--- src/rtl/spi_frame_scheduler.sv ---
// Streams one frame from the pixel BRAM to the SPI sender, one triggered byte per CS transaction.
// Optional CS handshake watchdog: define SPI_SCHED_WATCHDOG_EN.
module spi_frame_scheduler #(
   parameter int H_PIXELS       = 320,
   parameter int V_PIXELS       = 180,
   parameter int ADDR_WIDTH     = $clog2(H_PIXELS*V_PIXELS),
   parameter int BRAM_LATENCY   = 2,
   parameter int GAP_CYCLES     = 4,
   parameter int TIMEOUT_CYCLES = 1024
) (
   input  logic                  clk_in,
   input  logic                  rst_n_in,
   input  logic                  frame_start_in,
   output logic [ADDR_WIDTH-1:0] pixel_addr_out,
   input  logic [7:0]            pixel_data_in,
   output logic                  spi_trigger_out,
   output logic [7:0]            spi_data_out,
   input  logic                  spi_cs_in,
   output logic                  busy_out,
   output logic                  frame_done_out,
   output logic                  overrun_out,
   output logic                  timeout_out
);

   localparam logic [2:0] IDLE      = 3'd0;
   localparam logic [2:0] FETCH     = 3'd1;
   localparam logic [2:0] SEND      = 3'd2;
   localparam logic [2:0] WAIT_LOW  = 3'd3;
   localparam logic [2:0] WAIT_HIGH = 3'd4;
   localparam logic [2:0] GAP       = 3'd5;

   localparam int CNT_MAX = (BRAM_LATENCY > GAP_CYCLES) ? BRAM_LATENCY : GAP_CYCLES;
   localparam int CNT_W   = $clog2(CNT_MAX + 1);
   localparam logic [CNT_W-1:0]      LAT_LAST  = CNT_W'(BRAM_LATENCY - 1);
   localparam logic [CNT_W-1:0]      GAP_LAST  = CNT_W'((GAP_CYCLES > 0) ? GAP_CYCLES - 1 : 0);
   localparam logic [ADDR_WIDTH-1:0] LAST_ADDR = ADDR_WIDTH'(H_PIXELS*V_PIXELS - 1);

   logic [2:0]       state;
   logic [CNT_W-1:0] cnt;
   logic             pixel_done;
   logic             watchdog_abort;

   assign busy_out = (state != IDLE);

   // Current pixel's transaction and inter-byte gap are complete; with no gap this is the CS rise.
   assign pixel_done = ((state == WAIT_HIGH) && spi_cs_in && (GAP_CYCLES == 0)) ||
                       ((state == GAP) && (cnt == GAP_LAST));

`ifdef SPI_SCHED_WATCHDOG_EN
   localparam int WD_MAX = (TIMEOUT_CYCLES > 4) ? TIMEOUT_CYCLES : 4;
   localparam int WD_W   = $clog2(WD_MAX + 1);
   localparam logic [WD_W-1:0] WD_LOW_LAST  = WD_W'(3);
   localparam logic [WD_W-1:0] WD_HIGH_LAST = WD_W'(TIMEOUT_CYCLES - 1);

   logic [WD_W-1:0] wd_cnt;

   assign watchdog_abort = ((state == WAIT_LOW)  &&  spi_cs_in && (wd_cnt == WD_LOW_LAST)) ||
                           ((state == WAIT_HIGH) && !spi_cs_in && (wd_cnt == WD_HIGH_LAST));

   always_ff @(posedge clk_in or negedge rst_n_in) begin
      if (!rst_n_in) begin
         wd_cnt      <= '0;
         timeout_out <= 1'b0;
      end else begin
         timeout_out <= watchdog_abort;
         // Re-armed on entry to each wait state so each phase gets its own budget.
         if ((state == SEND) || ((state == WAIT_LOW) && !spi_cs_in))
            wd_cnt <= '0;
         else if ((state == WAIT_LOW) || (state == WAIT_HIGH))
            wd_cnt <= wd_cnt + 1'b1;
      end
   end
`else
   assign watchdog_abort = 1'b0;
   assign timeout_out    = 1'b0;
`endif

   always_ff @(posedge clk_in or negedge rst_n_in) begin
      if (!rst_n_in) begin
         state           <= IDLE;
         cnt             <= '0;
         pixel_addr_out  <= '0;
         spi_trigger_out <= 1'b0;
         spi_data_out    <= '0;
         frame_done_out  <= 1'b0;
         overrun_out     <= 1'b0;
      end else begin
         spi_trigger_out <= 1'b0;
         frame_done_out  <= 1'b0;
         overrun_out     <= frame_start_in && (state != IDLE);

         case (state)
            IDLE: begin
               if (frame_start_in) begin
                  pixel_addr_out <= '0;
                  cnt            <= '0;
                  state          <= FETCH;
               end
            end
            FETCH: begin
               if (cnt == LAT_LAST) begin
                  spi_data_out    <= pixel_data_in;
                  spi_trigger_out <= 1'b1;
                  state           <= SEND;
               end else begin
                  cnt <= cnt + 1'b1;
               end
            end
            SEND:     state <= WAIT_LOW;
            WAIT_LOW: if (!spi_cs_in) state <= WAIT_HIGH;
            WAIT_HIGH: begin
               if (spi_cs_in && (GAP_CYCLES != 0)) begin
                  cnt   <= '0;
                  state <= GAP;
               end
            end
            GAP:      cnt <= cnt + 1'b1;
            default:  state <= IDLE;
         endcase

         // NOTE: the last non-blocking assignment in the block wins, so these override the case arms.
         if (pixel_done) begin
            cnt <= '0;
            if (pixel_addr_out == LAST_ADDR) begin
               frame_done_out <= 1'b1;
               state          <= IDLE;
            end else begin
               pixel_addr_out <= pixel_addr_out + 1'b1;
               state          <= FETCH;
            end
         end

         if (watchdog_abort) begin
            pixel_addr_out <= '0;
            state          <= IDLE;
         end
      end
   end

endmodule

--- config.mk ---
export PLATFORM = sky130hd
export DESIGN_NAME = spi_frame_scheduler
export DESIGN_NICKNAME = d
export VERILOG_FILES = /design/src/rtl/spi_frame_scheduler.sv
export SDC_FILE = /design/constraint.sdc
export NUM_CORES = 1
export LEC_CHECK = 0
export BUFFER_PORTS_ARGS = -buffer_cell sky130_fd_sc_hd__buf_2
export CORE_AREA = 2 2 73 75
export DETAILED_ROUTE_END_ITERATION = 12
export DIE_AREA = 0 0 75 77
export PLACE_DENSITY_LB_ADDON = 0.2
export RECOVER_POWER = 100
export SYNTH_ARGS = -nofsm -noshare
export SYNTH_HDL_FRONTEND = slang
export SYNTH_SLANG_ARGS = --single-unit
export TNS_END_PERCENT = 1
--- constraint.sdc ---
create_clock -name clk_in -period 4.9 [get_ports clk_in]
set_clock_uncertainty 0.2 [all_clocks]
set_input_delay 0.735 -clock clk_in [delete_from_list [all_inputs] [get_ports clk_in]]
set_output_delay 0.735 -clock clk_in [all_outputs]
set_load 0.03 [all_outputs]
==> metrics.cfg <==
[die]
initial_core_util_pct=34.04
dieWidth_um=75
core_um2=4977
fp-row-count=26
die_area_um2=5775
die_height_um=77
ioPinCount=41

[logic_synthesis]
syn-num-nets=172
synthArstFlopShare_pct=100.0
synthesis.yosys.warnings=0
seq_area_frac_synth_pct=48.74
syn_area_um2=1694
syn_inst=156
synth-seq-cells=33
synth_edf_count=0
yosys_most_used_dff=dfrtp_1
syn_avg_cell_area_um2=10.86
yosysUniqueCellTypes=43

[finish]
diodes=0
fin_nets=210
area_growth_pct=15.58
fill_cells=520
final_common_cell=dfrtp_1
fin_area_um2=1958
drive_above_1_share_pct=14.87
final_cell_mix=dfrtp_1, clkbuf_1, nand2_1

[sta]
period_needed_ps=2583
max_freq_mhz=387.2
worst_hold_slack_ps=310.8
setup-tns-final_ps=0
finalSetupViolations=0
rsz0062_at_grt=false
final-max-slew-violation-count=34
slew-limit-headroom_pct=-15.78
finalCritPeriodShare_pct=52.71
tightest_slew_ps=1737
hold_viol_final=0

[power]
ir_drop_v=0.0002505
sw_frac_of_total_pct=42.51
p_int_uw=600.8
p_comb_share_pct=38.9
switchingPower_uw=444.2
p_per_area_nw_per_um2=533.7
seqPwrFrac_pct=41.7
p_clk_share_pct=19.4
leakagePower_uw=0.0009073

[routing]
drcViolationCount=0
drt-total-wl_mm=3.494
via_per_inst=4.898
drt_pass1_iterations=4
ant_nets=0
routedWlPerCell_um=13.18
drt_iter0_markers=90
dr_total_vias=1298

[clock_tree]
cts.sinks=33
root_buffer=clkbuf_8
clock_path_buffers=2
cts_hold_buf=0
cts_tree=built
cts_made_buffers=5
ctsResizeCount=0
cts_setup_buffers=0
cts.reportedPaths.clkPinSlew_ps=70
clock_latency_ps=280
h-tree-depth=2

[grt]
first_global_vias=1351
grt_pass1_wl_mm=6.120
overflow=0
grt_antenna_before_repair=0
grt_usage_pct=13.62
grt_max_degree=34

[critical_path]
cp.arrival_ps=2550
crit_path_start_kind=flop
crit_fanout=12
worstPathRequired_ps=4870
path_class=flop to flop
end_kind=flop

[placement]
dpl_cell_area_um2=1926
gp_congestion=0.7771
port_buffers=39
hpwl_mm=2.600

[run]
cap_violations=1

[run_status]
status=finished with violations
failed_checks=max-capacitance violations, max-slew violations

[hold_path]
hold_path_class=flop to flop

==> critical path, cell delays in order, from the launching register on <==
cell	delay, ps
dfrtp_1	490
nand2b_2	240
nor3_1	960
nor3_1	240
mux2_2	340
==> metrics by stage <==
stage	worst slack, ps	instances	total power [uW]	util (%)
6_report	2317	265	1045	39.34
5_1_grt	2107	265	1123	39.34
4_1_cts	2570	265	1095	40.52
3_5_place_dp	2499	257	887.5	38.69
3_3_place_gp	2525	257	864.4	38.69
2_1_floorplan	2869	156	772.4	-
==> worst paths after layout <==
| check | start | end | slack [ps] | cells past startpoint |
|---|---|---|---|---|
| max | state[1] | cnt[0] | 2320 | 4 |
| min in group asynchronous | rst_n_in | pixel_addr_out[11] | 700 | 1 |
| min reg2reg | spi_data_out[5] | spi_data_out[5] | 310 | 1 |
| max in group asynchronous | rst_n_in | pixel_addr_out[2] | 2790 | 1 |
| max reg2reg | state[1] | cnt[0] | 2320 | 4 |
| min | spi_data_out[5] | spi_data_out[5] | 310 | 1 |
==> final cells by class <==
| type | count | area [um2] | share of cell area [%] |
|---|---|---|---|
| Sequential cell | 33 | 825.8 | 42.17 |
| Multi-Input combinational cell | 111 | 779.5 | 39.81 |
| Timing Repair Buffer | 39 | 158.9 | 8.115 |
| Tap cell | 70 | 87.58 | 4.473 |
| Clock buffer | 5 | 68.82 | 3.514 |
| Clock inverter | 3 | 22.52 | 1.150 |
| Inverter | 4 | 15.01 | 0.7668 |
==> power groups by stage <==
stage	Clock (uW)	Sequential, uW	Combinational (uW)
6_report	202	436	407
5_1_grt	222	453	448
4_1_cts	211	439	445
3_5_place_dp	0	441	447
3_3_place_gp	0	434	431
2_1_floorplan	0	533	239
==> kinds of logic after synthesis <==
group	Yosys count	synth area share (%)
flops	33	48.74
compound gates	12	4.874
simple gates	70	24.30
other cells	1	0.2214
mux	24	14.99
buf+inv	12	3.914
fa+ha+maj	4	2.954
==> cell usage after synthesis, types with 2 or more instances <==
cell      number  area share (%)
inv_1          4            0.89
mux2_2        11             7.3
a21oi_1        2            0.59
nand3_1       11             3.2
nand2_1       18             4.0
buf_4          3             1.3
o21ai_0        2            0.59
ha_1           4             3.0
and2_1         2            0.74
clkbuf_1       2            0.44
o31ai_1        2            0.89
nand2b_1       4             1.5
nand4_1        6             2.2
and4_1         2             1.0
mux2i_1       13             7.7
dfrtp_1       33              49
nor2_1         7             1.6
nand4b_1       2             1.0
and3_1         4             1.5
==> state kept, by name, indices dropped and copies added (netlist names) <==
signal           count
pixel_addr_out      16
spi_trigger_out      1
overrun_out          1
state                3
frame_done_out       1
cnt                  3
spi_data_out         8
==> metal layers <==
layer	vias to the layer above	track usage, %	share of wire (%)
met4	0	4.286	1.5
met3	7	4.862	6.1
met1	623	16.17	43
met2	31	22.54	49
li1	637	-	-
met5	-	0	0
Note: power is estimated with default switching activity, not from simulation.
